`config.mk`:
```
export PLATFORM = sky130hd
export DESIGN_NAME = pipe_adder
export DESIGN_NICKNAME = d
export VERILOG_FILES = /design/src/rtl/pipe_add_pkg.sv /design/src/rtl/pipe_add_chunk.sv /design/src/rtl/pipe_adder.sv
export SDC_FILE = /design/constraint.sdc
export NUM_CORES = 1
export LEC_CHECK = 0
export ABC_AREA = 1
export BUFFER_PORTS_ARGS = -buffer_cell sky130_fd_sc_hd__buf_2
export CAP_MARGIN = 5
export CORE_MARGIN = 2
export CORE_UTILIZATION = 63
export CTS_CLUSTER_SIZE = 14
export DETAILED_ROUTE_END_ITERATION = 12
export GPL_TIMING_DRIVEN = 0
export PLACE_DENSITY = 0.85
export SETUP_SLACK_MARGIN = 0.2
export SLEW_MARGIN = 0
export SYNTH_ARGS = -nofsm -noshare
export SYNTH_HDL_FRONTEND = slang
export SYNTH_SLANG_ARGS = --single-unit
```
`constraint.sdc`:
```
create_clock -name clk -period 3.25 [get_ports clk]
set_clock_uncertainty 0.2 [all_clocks]
set_input_delay 0.4875 -clock clk [delete_from_list [all_inputs] [get_ports clk]]
set_output_delay 0.4875 -clock clk [all_outputs]
set_load 0.02 [all_outputs]
```
`src/rtl/pipe_add_pkg.sv`:
```
// Shared constants and types for the pipelined chunk adder.
package pipe_add_pkg;

    localparam int unsigned DEF_WIDTH = 32;
    localparam int unsigned DEF_CHUNK = 8;

    typedef struct packed {
        logic                 carry;
        logic [DEF_CHUNK-1:0] sum;
    } chunk_res_t;

    // Number of pipeline stages for a given operand and chunk width.
    function automatic int unsigned stages_of(input int unsigned width, input int unsigned chunk);
        return width / chunk;
    endfunction

endpackage

```
`src/rtl/pipe_add_chunk.sv`:
```
// Combinational CHUNK-bit adder; also exports the carry into its MSB for overflow detection.
module pipe_add_chunk #(
    parameter int unsigned CHUNK = 8
) (
    input  logic [CHUNK-1:0] a,
    input  logic [CHUNK-1:0] b,
    input  logic             cin,
    output logic [CHUNK-1:0] sum_c,
    output logic             cout_c,
    output logic             msb_cin_c
);

    localparam int unsigned TW = CHUNK + 1;

    logic [CHUNK:0] total;

    assign total     = {1'b0, a} + {1'b0, b} + TW'(cin);
    assign sum_c     = total[CHUNK-1:0];
    assign cout_c    = total[CHUNK];
    // The MSB sum bit is a^b^carry_in, so the carry into it is recovered by XOR.
    assign msb_cin_c = a[CHUNK-1] ^ b[CHUNK-1] ^ sum_c[CHUNK-1];

endmodule

```
`src/rtl/pipe_adder.sv`:
```
// Elastic pipelined adder: one CHUNK-bit slice of the add per stage, valid/ready on both sides.
// Optional PIPE_ADD_SUB_EN adds a sub port selecting a - b.
module pipe_adder
    import pipe_add_pkg::*;
#(
    parameter int unsigned WIDTH = 32,
    parameter int unsigned CHUNK = 8
) (
    input  logic             clk,
    input  logic             rst_n,
    input  logic             in_valid,
    output logic             in_ready,
    input  logic [WIDTH-1:0] a,
    input  logic [WIDTH-1:0] b,
    input  logic             cin,
`ifdef PIPE_ADD_SUB_EN
    input  logic             sub,
`endif
    output logic             out_valid,
    input  logic             out_ready,
    output logic [WIDTH-1:0] sum,
    output logic             cout,
    output logic             ovf
);

    localparam int unsigned STAGES = stages_of(WIDTH, CHUNK);

    logic [WIDTH-1:0] b_eff;
    logic             cin_eff;

`ifdef PIPE_ADD_SUB_EN
    // Subtract as a + ~b + 1; the sub request travels with the beat via the inverted operand.
    assign b_eff   = sub ? ~b : b;
    assign cin_eff = sub | cin;
`else
    assign b_eff   = b;
    assign cin_eff = cin;
`endif

    // Stage registers: acc holds finished sum chunks below and untouched A chunks above.
    logic             valid_q [STAGES];
    logic             carry_q [STAGES];
    logic [WIDTH-1:0] acc_q   [STAGES];
    logic [WIDTH-1:0] bop_q   [STAGES];
    logic             ovf_q;

    logic             src_v      [STAGES];
    logic             src_c      [STAGES];
    logic [WIDTH-1:0] src_a      [STAGES];
    logic [WIDTH-1:0] src_b      [STAGES];
    logic [WIDTH-1:0] nxt_acc    [STAGES];
    logic [CHUNK-1:0] chunk_sum  [STAGES];
    logic             chunk_cout [STAGES];
    logic             chunk_msbc [STAGES];
    logic [STAGES:0]  ready_c;

    assign ready_c[STAGES] = out_ready;
    assign in_ready        = ready_c[0];

    for (genvar k = 0; k < STAGES; k++) begin : g_stage
        localparam logic [WIDTH-1:0] MASK = WIDTH'({CHUNK{1'b1}}) << (k * CHUNK);

        if (k == 0) begin : g_first
            assign src_v[k] = in_valid;
            assign src_a[k] = a;
            assign src_b[k] = b_eff;
            assign src_c[k] = cin_eff;
        end else begin : g_next
            assign src_v[k] = valid_q[k-1];
            assign src_a[k] = acc_q[k-1];
            assign src_b[k] = bop_q[k-1];
            assign src_c[k] = carry_q[k-1];
        end

        pipe_add_chunk #(.CHUNK(CHUNK)) u_chunk (
            .a         (src_a[k][k*CHUNK +: CHUNK]),
            .b         (src_b[k][k*CHUNK +: CHUNK]),
            .cin       (src_c[k]),
            .sum_c     (chunk_sum[k]),
            .cout_c    (chunk_cout[k]),
            .msb_cin_c (chunk_msbc[k])
        );

        assign nxt_acc[k] = (src_a[k] & ~MASK) | (WIDTH'(chunk_sum[k]) << (k * CHUNK));
        assign ready_c[k] = !valid_q[k] | ready_c[k+1];
    end

    // Each stage advances whenever its slot is free or its contents move on downstream.
    always_ff @(posedge clk or negedge rst_n) begin
        if (!rst_n) begin
            for (int k = 0; k < STAGES; k++) begin
                valid_q[k] <= 1'b0;
                carry_q[k] <= 1'b0;
                acc_q[k]   <= '0;
                bop_q[k]   <= '0;
            end
            ovf_q <= 1'b0;
        end else begin
            for (int k = 0; k < STAGES; k++) begin
                if (ready_c[k]) begin
                    valid_q[k] <= src_v[k];
                    if (src_v[k]) begin
                        acc_q[k]   <= nxt_acc[k];
                        bop_q[k]   <= src_b[k];
                        carry_q[k] <= chunk_cout[k];
                    end
                end
            end
            if (ready_c[STAGES-1] && src_v[STAGES-1]) begin
                ovf_q <= chunk_msbc[STAGES-1] ^ chunk_cout[STAGES-1];
            end
        end
    end

    assign out_valid = valid_q[STAGES-1];
    assign sum       = acc_q[STAGES-1];
    assign cout      = carry_q[STAGES-1];
    assign ovf       = ovf_q;

endmodule
```
======== After elaboration in Yosys (flattened, before gate mapping) ========
Cells that the tools add are included.
storage, ports and cells
  bits in registers ....................... 233
  input port bits ......................... 69
  output and inout bits ................... 36
  word-level logic and storage cells ...... 44
operators by class
  add/sub/neg operators ................... 8
  bitwise logic cells ..................... 11
  reductions and logical operators ........ 9
operators by type and width
  kind                                    number
  8-bit by 8-bit adder with 9-bit output  4
  9-bit by 1-bit adder with 9-bit output  4
  24-bit by 32-bit OR with 32-bit output  1
  32-bit by 16-bit OR with 32-bit output  1
  32-bit by 24-bit OR with 32-bit output  1
  32-bit by 8-bit OR with 32-bit output   1
  2-bit AND reduction                     4
  1-bit zero test                         4
  1-bit OR                                4
  1-bit bitwise XOR                       3
  1-bit logical AND                       1

======== Depth between registers and ports, before layout ========
  word-level depth ........................ 6
  mapped depth ............................ 10
  gate-level depth less buffers ........... 10

======== Hierarchy ========
Synthesis repeated with hierarchy kept, for this count alone.
second synthesis, totals
  cells, all modules ...................... 1037
  area, all modules ....................... 8821.0 µm²
by module, submodules not included
  module                                   instances  cells an instance  area an instance (µm²)  sequential area each (µm²)
  pipe_adder                               1          801                7364.6                  4629.4
  pipe_add_chunk (g_stage[2].u_chunk ...)  2          59                 370.4                   0.0
  pipe_add_chunk (g_stage[0].u_chunk ...)  2          59                 357.8                   0.0

======== Worst setup path before layout ========
Ideal clock, no wire load.
  kind .................................... register to register
  start ................................... register acc_q[56] (netlist name)
  end ..................................... register ovf_q, in the netlist ovf
  setup time .............................. 0.117 ns
  data arrival time ....................... 1.746 ns
  required time ........................... 2.933 ns
  setup slack ............................. 1.186 ns
  stages on the path, launching flop included .. 11
  path buffers ............................ 0
  clock period less this slack ............ 2.064 ns
  cell sequence ........................... dfrtp_1 fa_1 fa_1 nand2_1 nand2_1 nand2_1 nor2_1 nor2_1 nand2_1 nand3_1 nand2_1
on the way
  longest elaborated chain between the ends .. 4
RTL lines
  item                                      line                  text
  from (decl)                               pipe_adder.sv:43      logic [WIDTH-1:0] acc_q [STAGES];
  from (signal, indexed assignment)         pipe_adder.sv:103     acc_q[k] <= nxt_acc[k];
  8-bit by 8-bit adder with 9-bit output *  pipe_add_chunk.sv:17  assign total = {1'b0, a} + {1'b0, b} + TW'(cin);
  9-bit by 1-bit adder with 9-bit output *  pipe_add_chunk.sv:17
  1-bit bitwise XOR                         pipe_add_chunk.sv:21  assign msb_cin_c = a[CHUNK-1] ^ b[CHUNK-1] ^ sum_c[CHUNK-1];
  1-bit bitwise XOR *                       pipe_adder.sv:110     ovf_q <= chunk_msbc[STAGES-1] ^ chunk_cout[STAGES-1];
  to (signal assigned)                      pipe_adder.sv:110
  to (decl)                                 pipe_adder.sv:45      logic ovf_q;
Mark *: on every way between the ends. The rest lies on a longest branch, timed or not.
A chain may end at the register's enable or synchronous reset.

======== Final worst setup path ========
Ends and elaborated chain as after synthesis.

==> results.py <==
metrics = {
    "sta": {
        "slew_headroom": 0.566,
        "finalCriticalPeriod_ns": 2.26,
        "fin_crit_sh": 0.696,
        "setup_violations": 0,
        "rsz0062_at_grt": "no",
        "slew_violations": 0,
        "fmax_mhz": 442,
        "timing.hold.ws_ns": 0.0368,
        "worst_slack_ns": 0.987,
        "hold_viol": 0,
        "max_slew.worst_pin.slew_ns": 0.650,
    },
    "placed_design": {
        "placed_cells": 1279,
        "preCtsSetupSlack_ns": 0.920,
        "place_hpwl_um": 12800,
        "place.gp.congestion": 0.852,
        "port_buffers": 104,
    },
    "routing": {
        "drt_iter0_drc": 559,
        "wl_um": 18400,
        "drtAntennaViolNets": 0,
        "drt-pass1-iter-count": 6,
        "wl_per_cell_um": 14.0,
        "drc_errors": 0,
        "via_per_inst": 5.14,
        "vias": 6739,
    },
    "critical_path": {
        "critPathKind": "reg2reg",
        "cp.required_ns": 3.38,
        "end_kind": "flop",
        "crit_arrival_ns": 2.39,
        "start_kind": "flop",
        "critPathMaxFanout": 3,
    },
    "clock_network": {
        "h-tree-depth": 4,
        "cts.sinks": 185,
        "cts_root_buf": "clkbuf_16",
        "clkTransAtPathRegs_ns": 0.07,
        "post_cts_buffers": 0,
        "ctsResizeCount": 0,
        "numCtsBuffers": 17,
        "clk_path_buf_depth": 2,
        "cts-hold-fix-buffers": 1,
        "cts_tree": "done",
        "clk_latency_ns": 0.45,
    },
    "finish": {
        "fin_util": 0.742,
        "drive_gt1_frac": 0.227,
        "fin_nets": 1224,
        "antenna_cells": 0,
        "syn_to_final_growth_pct": 15.9,
        "layout.cells.non_filler": 1312,
    },
    "die": {
        "start_util": 0.640,
        "die_x_um": 122,
        "fp.coreArea_um2": 13800,
        "fp.dieH_um": 122,
        "rows": 43,
        "fp.dieArea_um2": 15000,
        "io_pins": 105,
    },
    "min_path": {
        "min_path_type": "in2reg",
    },
    "synthesis": {
        "synth_cell_type_count": 29,
        "syn_area_um2": 8820,
        "synth_top_area_share": 0.525,
        "synth-seq-cells": 185,
        "seq_area_frac_synth": 0.525,
        "syn_area_per_cell_um2": 8.87,
        "synthesis.nets": 1099,
        "synth.largest_area_cell": "dfrtp_1",
        "ys.warnings.count": 0,
        "ys_top_cells_by_area": "dfrtp_1 (53%), nand2_1 (17%), ha_1 (4.0%)",
        "syn_inst": 994,
    },
    "global_route": {
        "grt_pass1_vias": 6481,
        "antenna_found_initial": 0,
        "grt_start_max_net_pins": 99,
        "grt_use_total": 0.269,
        "overflow": 0,
        "grt_pass1_wl_um": 31000,
    },
    "power_and_ir_drop": {
        "p_total_uw": 9300,
        "peakVddDrop_uv": 466,
        "power.density_nw_per_um2": 910,
        "leakagePower_uw": 0.00554,
    },
    "job": {
        "max_cap_viol_count": 0,
    },
    "status": {
        "outcome": "complete, no violations",
    },
}
layout make-up:
| type | instances | area, µm² |
|---|---|---|
| Sequential cell | 185 | 4630 |
| Clock buffer | 22 | 464 |
| Fill cell | 1024 | 3560 |
| Timing Repair Buffer | 106 | 568 |
| Multi-Input combinational cell | 648 | 3300 |
| Buffer | 67 | 533 |
| Inverter | 94 | 355 |
| Clock inverter | 10 | 141 |
| Tap cell | 180 | 225 |
sequential cells by signal (all words and copies together), names as in the netlist:
signal,count
bop_q,48
out_valid,1
carry_q,3
src_v,3
ovf,1
sum,32
acc_q,96
cout,1
power by group:
group | switching (µW) | internal (µW)
combinational | 2140 | 1430
sequential | 480 | 3120
clock | 884 | 1250
through the flow:
stage,area [µm²],TNS (ns)
3_5_place_dp,9600,0
2_1_floorplan,8820,0
4_1_cts,10200,0
3_3_place_gp,9560,-236.67
6_report,10200,0
5_1_grt,10200,0
logic make-up after synthesis:
family / Yosys count / share of synthesized area
compound gates: 128 / 0.0891
buf+inv: 161 / 0.101
simple gates: 478 / 0.221
xor+xnor: 6 / 0.00596
flops: 185 / 0.525
fa+ha+maj: 36 / 0.0579
worst max-delay path: stages (launching register included):
cell	delay, ns
dfrtp_1	0.41
fa_1	0.48
fa_1	0.43
nand2_1	0.08
nand2_1	0.09
nand2_1	0.10
nor2_1	0.05
nor2_1	0.13
nand2_1	0.07
nand3_1	0.07
nand2_1	0.05
layout by cell type, fill, tap and decap left out, types with 3 or more instances in the layout:
cell type	netlist	final
a21oi_1	14	14
buf_2	15	118
buf_4	34	34
buf_6	18	18
bufinv_16	0	3
clkbuf_1	0	3
clkbuf_16	0	17
dfrtp_1	185	185
fa_1	8	8
ha_1	28	28
inv_1	90	90
inv_2	3	3
nand2_1	399	399
nand3_1	28	28
nand3b_1	10	10
nor2_1	23	23
o21ai_0	31	31
o21ai_1	44	44
o21ai_2	35	35
or2_2	8	8
xor2_1	4	4
cells in the mapped netlist:
library cell	number
xnor2_1	2
fa_1	8
inv_1	90
nand2_4	1
nand4_4	1
nand3_1	28
nor2_4	2
nand3b_1	10
o21ai_2	35
buf_6	18
nor2_1	23
xor2_1	4
o22ai_2	1
nand3_2	2
o21ai_0	31
nand2_2	2
dfrtp_1	185
buf_4	34
o21ai_1	44
ha_1	28
inv_4	1
o21bai_1	2
a21oi_1	14
o22ai_1	1
nand2_1	399
or2_2	8
buf_2	15
and2_1	2
inv_2	3
metal layers:
metal  wire length [µm]  GRT usage
met4                409     0.0912
met1               8200      0.367
met2               8700      0.434
met3               1050     0.0548
met5                  0          0
worst paths after layout:
| check | start | endpoint | slack [ns] | cells past startpoint |
|---|---|---|---|---|
| worst min-delay path | b[12] | bop_q[108] | 0.04 | 3 |
| worst min register to register | ovf | ovf | 0.27 | 2 |
| worst max-delay path | acc_q[56] | ovf | 0.99 | 10 |
| max in group asynchronous | rst_n | acc_q[60] | 1.57 | 3 |
| min in group asynchronous | rst_n | acc_q[103] | 0.41 | 2 |
| worst max register to register | acc_q[56] | ovf | 0.99 | 10 |
Note: power is estimated with default switching activity, not from simulation.
